===== src/rtl/prefetch_pkg.sv =====
// Shared definitions for the instruction prefetcher: FSM state encoding and PC step.
package prefetch_pkg;

   typedef enum logic [1:0] {
      IDLE = 2'd0,
      REQ  = 2'd1,
      WAIT = 2'd2,
      DROP = 2'd3
   } state_t;

   localparam int unsigned PC_INC = 4;

endpackage


===== src/rtl/prefetch_unit_if.sv =====
// Memory strobe/busy bus plus core-side pop/redirect signals of the prefetcher.
interface prefetch_unit_if #(
   parameter int ADDR_WIDTH = 24
);
   logic [31:0]           mem_addr;
   logic                  mem_rstrb;
   logic [31:0]           mem_rdata;
   logic                  mem_rbusy;
   logic                  fetch_hold;
   logic                  fetch_idle;
   logic                  instr_valid;
   logic [31:0]           instr;
   logic [ADDR_WIDTH-1:0] instr_pc;
   logic                  instr_ready;
   logic                  redirect_valid;
   logic [ADDR_WIDTH-1:0] redirect_pc;

   modport master (
      output mem_addr, mem_rstrb, fetch_idle, instr_valid, instr, instr_pc,
      input  mem_rdata, mem_rbusy, fetch_hold, instr_ready, redirect_valid, redirect_pc
   );

   modport slave (
      input  mem_addr, mem_rstrb, fetch_idle, instr_valid, instr, instr_pc,
      output mem_rdata, mem_rbusy, fetch_hold, instr_ready, redirect_valid, redirect_pc
   );
endinterface


===== src/rtl/prefetch_fifo.sv =====
// Synchronous FIFO holding {pc, instr} pairs; flush wins over push and pop.
module prefetch_fifo #(
   parameter int DEPTH = 4,
   parameter int WIDTH = 56
) (
   input  logic                   clk,
   input  logic                   reset,
   input  logic                   push,
   input  logic                   pop,
   input  logic                   flush,
   input  logic [WIDTH-1:0]       wdata,
   output logic [WIDTH-1:0]       rdata,
   output logic                   full,
   output logic                   empty,
   output logic [$clog2(DEPTH):0] count
);
   localparam int PW = $clog2(DEPTH);
   localparam logic [PW:0] FULL_CNT = (PW+1)'(DEPTH);

   logic [WIDTH-1:0] r_mem [DEPTH];
   logic [PW-1:0]    r_wr_ptr;
   logic [PW-1:0]    r_rd_ptr;
   logic [PW:0]      r_count;
   logic             w_do_push;
   logic             w_do_pop;

   assign full      = (r_count == FULL_CNT);
   assign empty     = (r_count == '0);
   assign count     = r_count;
   assign rdata     = r_mem[r_rd_ptr];
   assign w_do_push = push && !full && !flush;
   assign w_do_pop  = pop && !empty && !flush;

   // NOTE: storage carries no reset; empty/count gate every read, so only pointers need one.
   always_ff @(posedge clk) begin
      if (w_do_push) r_mem[r_wr_ptr] <= wdata;
   end

   // NOTE: sequential state uses non-blocking assignments so all registers update together.
   always_ff @(posedge clk or negedge reset) begin
      if (!reset) begin
         r_wr_ptr <= '0;
         r_rd_ptr <= '0;
         r_count  <= '0;
      end else if (flush) begin
         r_wr_ptr <= '0;
         r_rd_ptr <= '0;
         r_count  <= '0;
      end else begin
         if (w_do_push) r_wr_ptr <= r_wr_ptr + PW'(1);
         if (w_do_pop)  r_rd_ptr <= r_rd_ptr + PW'(1);
         r_count <= r_count + (PW+1)'(w_do_push) - (PW+1)'(w_do_pop);
      end
   end

endmodule


===== src/rtl/prefetch_unit.sv =====
// Instruction prefetcher: fills a DEPTH-entry queue over the strobe/busy bus, pops to the core.
module prefetch_unit
   import prefetch_pkg::*;
#(
   parameter int          ADDR_WIDTH = 24,
   parameter logic [31:0] RESET_ADDR = 32'h0000_0000,
   parameter int          DEPTH      = 4
) (
   input  logic            clk,
   input  logic            reset,
   prefetch_unit_if.master bus
);
   localparam int CW = $clog2(DEPTH) + 1;
   localparam int EW = ADDR_WIDTH + 32;
   localparam logic [ADDR_WIDTH-1:0] RESET_PC = RESET_ADDR[ADDR_WIDTH-1:0];
   localparam logic [CW-1:0]         DEPTH_CNT = CW'(DEPTH);

   state_t                r_state;
   state_t                w_state_next;
   logic [ADDR_WIDTH-1:0] r_fetch_pc;
   logic [ADDR_WIDTH-1:0] w_fetch_pc_next;
   logic                  w_push;
   logic                  w_pop;
   logic                  w_full;
   logic                  w_empty;
   logic [CW-1:0]         w_count;
   logic [CW-1:0]         w_count_on_push;
   logic [EW-1:0]         w_head;

   // A redirect discards any coincident pop along with the whole queue.
   assign w_pop           = !w_empty && bus.instr_ready && !bus.redirect_valid;
   assign w_count_on_push = w_count + CW'(1) - CW'(w_pop);

   prefetch_fifo #(
      .DEPTH (DEPTH),
      .WIDTH (EW)
   ) u_fifo (
      .clk   (clk),
      .reset (reset),
      .push  (w_push),
      .pop   (w_pop),
      .flush (bus.redirect_valid),
      .wdata ({r_fetch_pc, bus.mem_rdata}),
      .rdata (w_head),
      .full  (w_full),
      .empty (w_empty),
      .count (w_count)
   );

   // NOTE: every always_comb output gets a default first so no path can infer a latch.
   always_comb begin
      w_state_next    = r_state;
      w_fetch_pc_next = r_fetch_pc;
      w_push          = 1'b0;
      case (r_state)
         IDLE: if (!w_full && !bus.fetch_hold) w_state_next = REQ;
         REQ:  w_state_next = WAIT;
         WAIT: begin
            if (!bus.mem_rbusy) begin
               w_push          = 1'b1;
               w_fetch_pc_next = r_fetch_pc + ADDR_WIDTH'(PC_INC);
               w_state_next    = (w_count_on_push < DEPTH_CNT && !bus.fetch_hold) ? REQ : IDLE;
            end
         end
         DROP: if (!bus.mem_rbusy) w_state_next = IDLE;
         default: w_state_next = IDLE;
      endcase

      // The strobe may already be out, so a pending read is drained in DROP.
      if (bus.redirect_valid) begin
         w_push          = 1'b0;
         w_fetch_pc_next = bus.redirect_pc & ~ADDR_WIDTH'(3);
         case (r_state)
            REQ:     w_state_next = DROP;
            WAIT:    w_state_next = bus.mem_rbusy ? DROP : IDLE;
            default: w_state_next = r_state;
         endcase
      end
   end

   always_ff @(posedge clk or negedge reset) begin
      if (!reset) begin
         r_state    <= IDLE;
         r_fetch_pc <= RESET_PC;
      end else begin
         r_state    <= w_state_next;
         r_fetch_pc <= w_fetch_pc_next;
      end
   end

   assign bus.mem_addr    = 32'(r_fetch_pc);
   assign bus.mem_rstrb   = (r_state == REQ);
   assign bus.fetch_idle  = (r_state == IDLE);
   assign bus.instr_valid = !w_empty;
   assign bus.instr_pc    = w_head[EW-1:32];
   assign bus.instr       = w_head[31:0];

endmodule


===== src/flat_wrapper.sv =====
// flat-port wrapper written by rule: the top's interface ports become plain ports
module prefetch_unit_flat import prefetch_pkg::*;
#(
   parameter int          ADDR_WIDTH = 24,
   parameter logic [31:0] RESET_ADDR = 32'h0000_0000,
   parameter int          DEPTH      = 4
)
  (clk, reset, bus_mem_addr, bus_mem_rstrb, bus_fetch_idle, bus_instr_valid, bus_instr, bus_instr_pc, bus_mem_rdata, bus_mem_rbusy, bus_fetch_hold, bus_instr_ready, bus_redirect_valid, bus_redirect_pc);
  prefetch_unit_if #(.ADDR_WIDTH(ADDR_WIDTH)) bus_i ();
  input  logic clk;
  input  logic reset;
  output wire logic [$bits(bus_i.mem_addr)-1:0] bus_mem_addr;
  output wire logic [$bits(bus_i.mem_rstrb)-1:0] bus_mem_rstrb;
  output wire logic [$bits(bus_i.fetch_idle)-1:0] bus_fetch_idle;
  output wire logic [$bits(bus_i.instr_valid)-1:0] bus_instr_valid;
  output wire logic [$bits(bus_i.instr)-1:0] bus_instr;
  output wire logic [$bits(bus_i.instr_pc)-1:0] bus_instr_pc;
  input wire logic [$bits(bus_i.mem_rdata)-1:0] bus_mem_rdata;
  input wire logic [$bits(bus_i.mem_rbusy)-1:0] bus_mem_rbusy;
  input wire logic [$bits(bus_i.fetch_hold)-1:0] bus_fetch_hold;
  input wire logic [$bits(bus_i.instr_ready)-1:0] bus_instr_ready;
  input wire logic [$bits(bus_i.redirect_valid)-1:0] bus_redirect_valid;
  input wire logic [$bits(bus_i.redirect_pc)-1:0] bus_redirect_pc;
  assign bus_mem_addr = bus_i.mem_addr;
  assign bus_mem_rstrb = bus_i.mem_rstrb;
  assign bus_fetch_idle = bus_i.fetch_idle;
  assign bus_instr_valid = bus_i.instr_valid;
  assign bus_instr = bus_i.instr;
  assign bus_instr_pc = bus_i.instr_pc;
  assign bus_i.mem_rdata = bus_mem_rdata;
  assign bus_i.mem_rbusy = bus_mem_rbusy;
  assign bus_i.fetch_hold = bus_fetch_hold;
  assign bus_i.instr_ready = bus_instr_ready;
  assign bus_i.redirect_valid = bus_redirect_valid;
  assign bus_i.redirect_pc = bus_redirect_pc;
  prefetch_unit #(.ADDR_WIDTH(ADDR_WIDTH), .RESET_ADDR(RESET_ADDR), .DEPTH(DEPTH)) u_core (.clk(clk), .reset(reset), .bus(bus_i));
endmodule

===== config.mk =====
export PLATFORM = sky130hd
export DESIGN_NAME = prefetch_unit_flat
export DESIGN_NICKNAME = d
export VERILOG_FILES = /design/src/rtl/prefetch_pkg.sv /design/src/rtl/prefetch_unit_if.sv /design/src/rtl/prefetch_fifo.sv /design/src/rtl/prefetch_unit.sv /design/src/flat_wrapper.sv
export SDC_FILE = /design/constraint.sdc
export NUM_CORES = 1
export LEC_CHECK = 0
export CAP_MARGIN = 5
export CORE_ASPECT_RATIO = 1.25
export CORE_MARGIN = 2
export CORE_UTILIZATION = 40
export CTS_BUF_LIST = sky130_fd_sc_hd__clkbuf_16
export DETAILED_ROUTE_END_ITERATION = 16
export GPL_ROUTABILITY_DRIVEN = 0
export PLACE_DENSITY = 0.62
export SLEW_MARGIN = 20
export SYNTH_ARGS = -nofsm -noshare
export SYNTH_HDL_FRONTEND = slang
export SYNTH_SLANG_ARGS = --single-unit

===== constraint.sdc =====
create_clock -name clk -period 8.9 [get_ports clk]
set_input_delay 1.78 -clock clk [delete_from_list [all_inputs] [get_ports clk]]
set_output_delay 1.78 -clock clk [all_outputs]
set_load 0.02 [all_outputs]

==> summary.md, run 1 <==
## Outcome
- result of the run: complete, no violations

## Pwr
- power share of the sequential group: 46.0%
- total power per unit cell area: 248.4 nW/um^2
- total leakage power: 0.003968 uW
- net switching share of the total power: 26.61%
- Pint: 2213 uW
- part of the total power dissipated in combinational logic: 22.5%
- Overall Power: 3016 uW
- portion of total power attributed to the clock network: 31.6%
- maximum resistive drop on vdd: 0.1366 mV
- net switching component of the power: 802.3 uW

## Floorplanning
- Horiz. Die Dim: 143.2 um
- area inside the core boundary: 23730 sq um
- floorplan row count: 63
- top-level I/O count: 153
- die height: 178.0 um
- die outline area: 25480 sq um
- Starting Density: 40.81%

## Yosys
- number of enable flip-flop cells after synthesis: 216
- sequential share of the synthesized area: 75.00%
- top-count cell post-synth: sky130_fd_sc_hd__edfxtp_1
- Synth Warn #: 0
- most frequent cells after synthesis: sky130_fd_sc_hd__edfxtp_1 (216), sky130_fd_sc_hd__mux4_2 (54), sky130_fd_sc_hd__dfrtp_1 (31), sky130_fd_sc_hd__nand2_1 (23), sky130_fd_sc_hd__nor2_1 (17)
- post-synthesis sequential element count: 247
- top cells by area in the synthesized netlist: sky130_fd_sc_hd__edfxtp_1 (67%), sky130_fd_sc_hd__mux4_2 (13%), sky130_fd_sc_hd__dfrtp_1 (8.0%)
- distinct cell type count of the synthesized netlist: 43
- ys async rst share: 12.55%
- leading register cell type out of synthesis: sky130_fd_sc_hd__edfxtp_1
- Post-Synthesis Cells: 498
- share of Yosys cell area claimed by the top area cell type: 66.99%
- dominant cell type by area after synthesis: sky130_fd_sc_hd__edfxtp_1
- average cell area after synthesis: 19.44 sq um
- Netlist Area Pre-Place: 9683 sq um

## Worst setup path
- startpoint type of the worst setup path: register
- critical path peak fanout: 35
- beginning of the worst register-to-register path: u_core.r_state[0]$_DFFE_PN0P_
- critical path data arrival time: 3.12 ns
- slowest CP cell: sky130_fd_sc_hd__dfrtp_4
- critical path required time: 7.12 ns
- Largest stage delay, worst path: 0.72 ns
- kind of end point of the critical path: output pin
- critical path launch point: u_core.u_fifo.r_rd_ptr[0]$_DFFE_PN0P_
- list of cells traversed by the critical path: buf_4 > mux4_2 > clkdlybuf4s50_1
- critical path class: reg -> out

## Place
- hpwl dp: 11010 um
- dpl cells: 945
- port bufs: 138
- minimum setup slack after placement: 4.001 ns

## Timing
- Max-Slew Margin vs Limit: 41.31%
- final worst clock skew: 0.01412 ns
- Fin Setup TNS: 0 ns
- number of failing setup endpoints in the final timing report: 0
- final setup margin: 4.003 ns
- unrepaired setup endpoints after global routing: no
- pin slew with the least headroom to its limit: 0.8803 ns
- maximum clock frequency: 204.2 MHz
- clock period minus worst slack: 4.897 ns
- final max-slew violation count: 0
- number of endpoints with negative hold slack in the final report: 0
- share of the clock period used by the worst path after layout: 55.02%

## Cells and area
- Final nets: 717
- count of placed standard cells in the final layout, fillers left out: 989
- Area Growth Syn to Fin: 25.36%
- Antenna diodes: 0
- layout cell share with drive strength beyond 1: 15.96%

## Clock network
- register clock-pin slew on the reported worst setup and hold paths: 0.06 ns
- Max clock buf depth: 3
- quantity of hold-fixing buffers added after cts: 0
- post-cts repair resize count: 0
- H-tree levels: 1
- cell at the root of the clock tree: sky130_fd_sc_hd__clkbuf_16
- insertion delay of the later-clocked pin in the worst-skew pair: 0.51 ns
- clk sinks: 247
- number of buffers created by CTS: 25
- CTS tree: built
- count of buffers added by post-CTS timing repair for setup: 0

## Global route
- global-route wire length before repair: 29460 um
- global-route met2 utilization: 25.50%
- overall fraction of global-route tracks in use: 15.01%
- GRT met3 Usage: 2.752%
- remaining global-route overflow: 0
- GR Util met1: 19.71%
- via count of the first global-routing pass: 5309
- antenna violations before repair: 0
- pin count of the biggest net entering global routing: 55
- most utilized layer in the global route result: met2

## Routing
- first-pass detailed-route iteration total: 4
- total via count after detailed routing: 4999
- per-cell via count in the routed design: 5.055
- routed length per instance: 19.05 um
- Post-DRT Antenna Nets: 0
- final routed DRC violation total: 0
- routed wire length: 18840 um
- Iteration-0 DRC Markers: 257

## Min path
- start point of the worst min-delay path: u_core.u_fifo.r_rd_ptr[1]$_DFFE_PN0P_
- Hold/Removal Path Class: reg -> reg

## Flow run
- reported max-cap violation count: 0

through the flow:
step	hold WS (ns)	util, %	cell area (sq um)
6_report	0.5547	51.16	12140
5_1_grt	0.5704	51.16	12140
4_1_cts	0.5545	51.14	12130
3_5_place_dp	0.5406	47.99	11390
3_3_place_gp	0.5193	47.99	11390
2_1_floorplan	0.5382	-	9724
worst max-delay path: cells and delay by family, from the launching register on:
family                 cells  cell delay (ns)
muxes                      1             0.60
DFF                        1             0.72
buffers and inverters      2             1.28
metal layers:
layer  wire length (um)  vias up
li1                   -     2281
met1               7923     2547
met2               9536      139
met3                955       32
met4                425        0
met5                  0        -
state kept, by name, summed over array words and instances, names as in the netlist:
name / flops
u_core.u_fifo.r_mem: 216
u_core.r_state: 2
u_core.u_fifo.r_wr_ptr: 2
u_core.r_fetch_pc: 22
u_core.u_fifo.r_rd_ptr: 2
u_core.u_fifo.count: 3
area by class of cell:
type | count | area, sq um
fillers | 1911 | 11590
flip-flops and latches | 247 | 7267
multi-input cells | 220 | 2252
repair buffers | 146 | 1441
clock buffers | 25 | 625.6
well taps | 325 | 406.6
clock inverters | 19 | 120.1
inverters | 7 | 26.28
path summary, 6_finish.rpt:
kind / to / slack (ns) / cells past startpoint
min in group asynchronous: u_core.r_state[0]$_DFFE_PN0P_ / 1.67 / 2
max in group asynchronous: u_core.u_fifo.r_rd_ptr[0]$_DFFE_PN0P_ / 6.90 / 2
min: u_core.u_fifo.r_rd_ptr[1]$_DFFE_PN0P_ / 0.55 / 2
max: bus_instr_pc[13] / 4.00 / 3
min reg2reg: u_core.u_fifo.r_rd_ptr[1]$_DFFE_PN0P_ / 0.55 / 2
max reg2reg: u_core.u_fifo.count[2]$_DFF_PN0_ / 5.86 / 11
cells in the final DEF, fill, tap and decap left out, types with 5 or more instances in the layout:
cell,count
sky130_fd_sc_hd__nand2_1,23
sky130_fd_sc_hd__conb_1,12
sky130_fd_sc_hd__clkdlybuf4s50_1,138
sky130_fd_sc_hd__o21ai_0,12
sky130_fd_sc_hd__dfrtp_1,29
sky130_fd_sc_hd__nor2_1,17
sky130_fd_sc_hd__inv_1,12
sky130_fd_sc_hd__edfxtp_1,216
sky130_fd_sc_hd__nand3_1,13
sky130_fd_sc_hd__a31oi_1,8
sky130_fd_sc_hd__ha_1,7
sky130_fd_sc_hd__clkinv_2,7
sky130_fd_sc_hd__o31ai_1,5
sky130_fd_sc_hd__clkbuf_16,25
sky130_fd_sc_hd__xor2_1,7
sky130_fd_sc_hd__buf_4,8
sky130_fd_sc_hd__mux4_2,54
sky130_fd_sc_hd__or4_1,9
sky130_fd_sc_hd__xnor2_1,7
logic make-up after synthesis:
logic type	after synthesis	share of synthesized area [%]
mux	56	12.77
compound gates	36	2.365
flops	247	75.00
other cells	1	0.03873
simple gates	94	5.169
xor+xnor	14	1.266
fa+ha+maj	8	1.111
buf+inv	42	2.287
power by group through the flow:
| stage | registers (uW) | logic, uW | clock network (uW) |
|---|---|---|---|
| after global placement | 1410 | 685 | 0 |
| after detailed placement | 1410 | 690 | 0 |
| after global routing | 1400 | 726 | 1020 |
| after floorplan | 1380 | 428 | 0 |
| final | 1390 | 678 | 952 |
| after CTS | 1390 | 693 | 979 |
(Power assumes the default switching activity.)
==> inputs of run 2 (changes only) <==
==> constraint.sdc (replaced) <==
create_clock -name clk -period 5 [get_ports clk]
set_input_delay 1 -clock clk [delete_from_list [all_inputs] [get_ports clk]]
set_output_delay 1 -clock clk [all_outputs]
set_load 0.02 [all_outputs]
==> run 2 against run 1 <==
Sequential share of layout area fell by 0.62 points. Utilization increased by 0.53 points. Clock-buffer cell count unchanged. Design area increased by 1.0%. Worst setup slack got worse by 3.0 ns. Sequential power up 81%. Final cell count grew 0.30%.
==> summary.md, run 2 (synthesis gave the netlist of run 1 again) <==
## Routing
- first-pass detailed-route iteration total: 4
- Post-DRT Antenna Nets: 0
- Iteration-0 DRC Markers: 295
- total via count after detailed routing: 5028
- routed wire length: 19050 um
- final routed DRC violation total: 0
- per-cell via count in the routed design: 5.069
- routed length per instance: 19.21 um

## Clock network
- H-tree levels: 1
- post-cts repair resize count: 0
- CTS tree: built
- insertion delay of the later-clocked pin in the worst-skew pair: 0.50 ns
- count of buffers added by post-CTS timing repair for setup: 0
- number of buffers created by CTS: 25
- cell at the root of the clock tree: sky130_fd_sc_hd__clkbuf_16
- Max clock buf depth: 3
- quantity of hold-fixing buffers added after cts: 0
- register clock-pin slew on the reported worst setup and hold paths: 0.06 ns
- clk sinks: 247

## Timing
- Max-Slew Margin vs Limit: 41.51%
- clock period minus worst slack: 3.974 ns
- final worst clock skew: 0.008811 ns
- final max-slew violation count: 0
- pin slew with the least headroom to its limit: 0.8773 ns
- share of the clock period used by the worst path after layout: 79.49%
- number of endpoints with negative hold slack in the final report: 0
- Fin Setup TNS: 0 ns
- unrepaired setup endpoints after global routing: no
- maximum clock frequency: 251.6 MHz
- number of failing setup endpoints in the final timing report: 0

## Cells and area
- final core occ: 51.70%
- Antenna diodes: 0
- fill cell total of the finished layout: 1886
- number of flip-flops under the largest register name: 216
- Area Growth Syn to Fin: 26.67%
- Largest Register: u_core.u_fifo.r_mem
- Storage cell area: 7267 sq um
- commonest non-fill, non-tap cell in the layout: sky130_fd_sc_hd__edfxtp_1
- commonest cells after routing, fill and taps aside: sky130_fd_sc_hd__edfxtp_1 (216), sky130_fd_sc_hd__clkdlybuf4s50_1 (138), sky130_fd_sc_hd__mux4_2 (54)
- Final nets: 719
- count of placed standard cells in the final layout, fillers left out: 992
- layout cell share with drive strength beyond 1: 16.49%
- multi-input combinational cell area: 2246 sq um

## Global route
- via count of the first global-routing pass: 5372
- remaining global-route overflow: 0
- overall fraction of global-route tracks in use: 15.10%
- antenna violations before repair: 0
- global-route wire length before repair: 29550 um
- pin count of the biggest net entering global routing: 44

## Place
- dpl cells: 947
- hpwl dp: 11520 um
- port bufs: 138

## Floorplanning
- Horiz. Die Dim: 143.2 um
- top-level I/O count: 153
- area inside the core boundary: 23730 sq um
- Starting Density: 40.81%
- die outline area: 25480 sq um
- die height: 178.0 um
- floorplan row count: 63

## Worst setup path
- critical path class: reg -> out
- critical path data arrival time: 2.97 ns
- kind of end point of the critical path: output pin
- critical path peak fanout: 42
- critical path required time: 4.00 ns
- startpoint type of the worst setup path: register

## Pwr
- total power per unit cell area: 448.9 nW/um^2
- total leakage power: 0.004000 uW
- power share of the sequential group: 45.6%
- maximum resistive drop on vdd: 0.2182 mV
- net switching component of the power: 1448 uW
- part of the total power dissipated in combinational logic: 21.3%
- net switching share of the total power: 26.30%
- Pint: 4058 uW
- portion of total power attributed to the clock network: 33.0%

## Outcome
- result of the run: complete, no violations

## Min path
- Hold/Removal Path Class: reg -> reg

## Flow run
- reported max-cap violation count: 0

## run 2: cell types whose count changed in the layout (fill, tap and decap cells not counted)
cell | before | now
sky130_fd_sc_hd__buf_12 | 0 | 4
sky130_fd_sc_hd__buf_4 | 8 | 6
sky130_fd_sc_hd__bufinv_16 | 1 | 3
sky130_fd_sc_hd__clkinv_1 | 3 | 4
sky130_fd_sc_hd__clkinv_2 | 7 | 4
sky130_fd_sc_hd__clkinv_4 | 2 | 3
sky130_fd_sc_hd__clkinvlp_2 | 0 | 1
sky130_fd_sc_hd__clkinvlp_4 | 1 | 2
sky130_fd_sc_hd__inv_1 | 12 | 9
sky130_fd_sc_hd__inv_6 | 0 | 1
sky130_fd_sc_hd__nor4bb_1 | 0 | 1
sky130_fd_sc_hd__nor4bb_2 | 1 | 0
## run 2: area by class of cell
cell class                 instances  share of cell area, %
clock inverter                    20                  1.530
tap                              325                  3.315
timing repair buffer             148                  12.28
clock buffer                      25                  5.100
sequential                       247                  59.25
multi-input combinational        220                  18.31
inverter                           7                 0.2142
## run 2: worst max-delay path, cell delays in order (launching register included)
cell and delay, ns:
sky130_fd_sc_hd__dfrtp_4 1.00, sky130_fd_sc_hd__buf_4 0.35, sky130_fd_sc_hd__mux4_2 0.53, sky130_fd_sc_hd__clkdlybuf4s50_1 0.56
## run 2: power groups by stage
| stage | registers, uW | logic, uW | clock network (uW) |
|---|---|---|---|
| global route | 2540 | 1250 | 1940 |
| finish | 2510 | 1180 | 1820 |
| floorplan | 2460 | 761 | 0 |
| global placement | 2560 | 1180 | 0 |
| CTS | 2520 | 1200 | 1870 |
| detailed placement | 2570 | 1190 | 0 |
## run 2: path summary, 6_finish.rpt
kind	startpoint	endpoint	slack, ns	cells after the start
worst max-delay path	u_core.u_fifo.r_rd_ptr[0]$_DFFE_PN0P_	bus_instr[31]	1.03	3
worst min-delay path	u_core.u_fifo.r_wr_ptr[1]$_DFFE_PN0P_	u_core.u_fifo.r_wr_ptr[1]$_DFFE_PN0P_	0.59	2
worst max register to register	u_core.r_state[1]$_DFFE_PN0P_	u_core.u_fifo.count[2]$_DFF_PN0_	2.03	11
worst min register to register	u_core.u_fifo.r_wr_ptr[1]$_DFFE_PN0P_	u_core.u_fifo.r_wr_ptr[1]$_DFFE_PN0P_	0.59	2
max in group asynchronous	reset	u_core.u_fifo.r_rd_ptr[0]$_DFFE_PN0P_	3.76	2
min in group asynchronous	reset	u_core.r_fetch_pc[3]$_DFFE_PN0P_	0.89	2
## run 2: per-stage QoR
stage / cell area [sq um] / total power (uW) / setup slack, ns / hold WS, ns
after global placement: 11450 / 3739 / 1.033 / 0.5614
final: 12270 / 5506 / 1.026 / 0.5866
after global routing: 12270 / 5735 / 0.7961 / 0.6542
after floorplan: 9724 / 3218 / 1.359 / 0.5382
after CTS: 12270 / 5587 / 0.8859 / 0.5969
after detailed placement: 11450 / 3758 / 0.9775 / 0.5827
## run 2: metal layers
metal / routed length (um) / track usage, % / part of all wire (%)
met1: 7989 / 19.40 / 42
met2: 9848 / 26.71 / 52
met3: 933 / 2.563 / 4.9
met4: 281 / 3.713 / 1.5
met5: 0 / 0 / 0
==> inputs of run 3 (changes only) <==
--- a/config.mk
+++ b/config.mk
@@ -12,7 +12,7 @@
 export CTS_BUF_LIST = sky130_fd_sc_hd__clkbuf_16
 export DETAILED_ROUTE_END_ITERATION = 16
 export GPL_ROUTABILITY_DRIVEN = 0
-export PLACE_DENSITY = 0.62
+export PLACE_DENSITY = 0.65
 export SLEW_MARGIN = 20
 export SYNTH_ARGS = -nofsm -noshare
 export SYNTH_HDL_FRONTEND = slang
==> constraint.sdc (replaced) <==
create_clock -name clk -period 3.3 [get_ports clk]
set_input_delay 0.66 -clock clk [delete_from_list [all_inputs] [get_ports clk]]
set_output_delay 0.66 -clock clk [all_outputs]
set_load 0.02 [all_outputs]
==> run 3 against run 2 <==
Total power up 48%. Critical path depth is 1 higher. Wire length up 0.65%. Die area stayed put. Final cell count rose by 1.1%. Largest cell class unchanged.
==> summary.md, run 3 (synthesis gave the netlist of run 1 again) <==
## Pwr
- Overall Power: 8162 uW
- maximum resistive drop on vdd: 0.4373 mV
- total leakage power: 0.004056 uW
- total power per unit cell area: 662.7 nW/um^2

## Cells and area
- Final nets: 732
- Area Growth Syn to Fin: 27.20%
- Antenna diodes: 0
- number of flip-flops under the largest register name: 216
- Largest Register: u_core.u_fifo.r_mem
- commonest non-fill, non-tap cell in the layout: sky130_fd_sc_hd__edfxtp_1
- layout cell share with drive strength beyond 1: 17.11%
- count of placed standard cells in the final layout, fillers left out: 1003
- commonest cells after routing, fill and taps aside: sky130_fd_sc_hd__edfxtp_1 (216), sky130_fd_sc_hd__clkdlybuf4s50_1 (137), sky130_fd_sc_hd__mux4_2 (54)
- fill cell total of the finished layout: 1914

## Floorplanning
- die outline area: 25480 sq um
- floorplan row count: 63
- area inside the core boundary: 23730 sq um
- die height: 178.0 um
- Starting Density: 40.81%
- top-level I/O count: 153
- Horiz. Die Dim: 143.2 um

## Clock network
- post-cts repair resize count: 0
- cell at the root of the clock tree: sky130_fd_sc_hd__clkbuf_16
- H-tree levels: 1
- clk sinks: 247
- number of buffers created by CTS: 24
- insertion delay of the later-clocked pin in the worst-skew pair: 0.50 ns
- Max clock buf depth: 3
- register clock-pin slew on the reported worst setup and hold paths: 0.06 ns
- CTS tree: built

## Min path
- Hold/Removal Path Class: in -> async

## Worst setup path
- slack of the worst reg-to-reg path: 0.86 ns
- critical path required time: 2.64 ns
- kind of end point of the critical path: output pin
- path depth of the worst reg2reg path: 5
- endpoint of the worst register-to-register path: u_core.r_fetch_pc[23]$_DFFE_PN0P_
- beginning of the worst register-to-register path: u_core.r_state[0]$_DFFE_PN0P_
- critical path peak fanout: 12
- critical path class: reg -> out
- startpoint type of the worst setup path: register
- critical path data arrival time: 2.39 ns

## Timing
- final max-slew violation count: 0
- clock period minus worst slack: 3.049 ns
- number of endpoints with negative hold slack in the final report: 0
- unrepaired setup endpoints after global routing: no
- Fin Setup TNS: 0 ns
- final worst clock skew: 0.01333 ns
- number of failing setup endpoints in the final timing report: 0
- maximum clock frequency: 328.0 MHz
- share of the clock period used by the worst path after layout: 92.38%

## Place
- hpwl dp: 11720 um
- dpl cells: 956
- port bufs: 138

## Routing
- routed length per instance: 19.12 um
- per-cell via count in the routed design: 5.156
- Post-DRT Antenna Nets: 0
- first-pass detailed-route iteration total: 6
- routed wire length: 19180 um
- total via count after detailed routing: 5171
- Iteration-0 DRC Markers: 309
- final routed DRC violation total: 0

## Global route
- remaining global-route overflow: 0
- pin count of the biggest net entering global routing: 55
- via count of the first global-routing pass: 5386
- overall fraction of global-route tracks in use: 15.05%
- antenna violations before repair: 0
- global-route wire length before repair: 29550 um

## Outcome
- result of the run: complete, no violations

## Flow run
- reported max-cap violation count: 0

## run 3: layout make-up
class / instances / area [sq um] / share of cell area (%)
Clock buffer: 25 / 625.6 / 5.079
Clock inverter: 17 / 76.32 / 0.6197
Inverter: 7 / 26.28 / 0.2133
Multi-Input combinational cell: 220 / 2246 / 18.23
Sequential cell: 247 / 7267 / 59.00
Tap cell: 325 / 406.6 / 3.302
Timing Repair Buffer: 162 / 1669 / 13.55
## run 3: worst max path at each step
stage | slack, ns | end | from
2_1_floorplan | 0.0002 | u_core.u_fifo.r_mem[2][0]$_DFFE_PP_ | bus_mem_rbusy
4_1_cts | 0.21 | bus_instr_pc[5] | u_core.u_fifo.r_rd_ptr[0]$_DFFE_PN0P_
3_3_place_gp | 0.21 | u_core.u_fifo.count[2]$_DFF_PN0_ | bus_mem_rbusy
3_5_place_dp | 0.17 | u_core.u_fifo.count[2]$_DFF_PN0_ | bus_mem_rbusy
5_1_grt | 0.16 | bus_instr_pc[5] | u_core.u_fifo.r_rd_ptr[0]$_DFFE_PN0P_
6_report | 0.25 | bus_instr_pc[5] | u_core.u_fifo.r_rd_ptr[0]$_DFFE_PN0P_
## run 3: what timing repair did
item                                    CTS  global route
endpoints found under the setup margin    1             0
setup buffers                             5             0
hold buffers                              0             0
## run 3: report_power, final
part | leakage (uW) | switching, uW | internal (uW) | total, uW
clock | 0.000369 | 1070 | 1360 | 2430
sequential | 0.00232 | 134 | 3550 | 3680
combinational | 0.00137 | 947 | 1100 | 2050
## run 3: stage by stage
stage | hold WS, ns | util (%) | setup slack (ns) | instance area [sq um]
final | 0.1194 | 51.91 | 0.2514 | 12320
after global routing | 0.1420 | 51.91 | 0.1594 | 12320
after CTS | 0.5848 | 51.93 | 0.2085 | 12320
after detailed placement | 0.5694 | 48.71 | 0.1732 | 11560
after global placement | 0.5608 | 48.71 | 0.2118 | 11560
after floorplan | 0.3644 | - | 0.0001745 | 9727
## run 3: worst max-delay path, stage by stage (launching register included)
cell and delay (ns):
sky130_fd_sc_hd__dfrtp_4 0.46, sky130_fd_sc_hd__buf_12 0.16, sky130_fd_sc_hd__buf_12 0.16, sky130_fd_sc_hd__mux4_2 0.52
sky130_fd_sc_hd__clkdlybuf4s50_1 0.57
## run 3: metal layers
layer | GRT usage (%) | vias to the layer above | part of all wire, %
met3 | 3.211 | 21 | 6.6
met2 | 25.84 | 174 | 50
met5 | 0 | - | 0
li1 | - | 2312 | -
met1 | 19.81 | 2664 | 42
met4 | 3.259 | 0 | 1.2
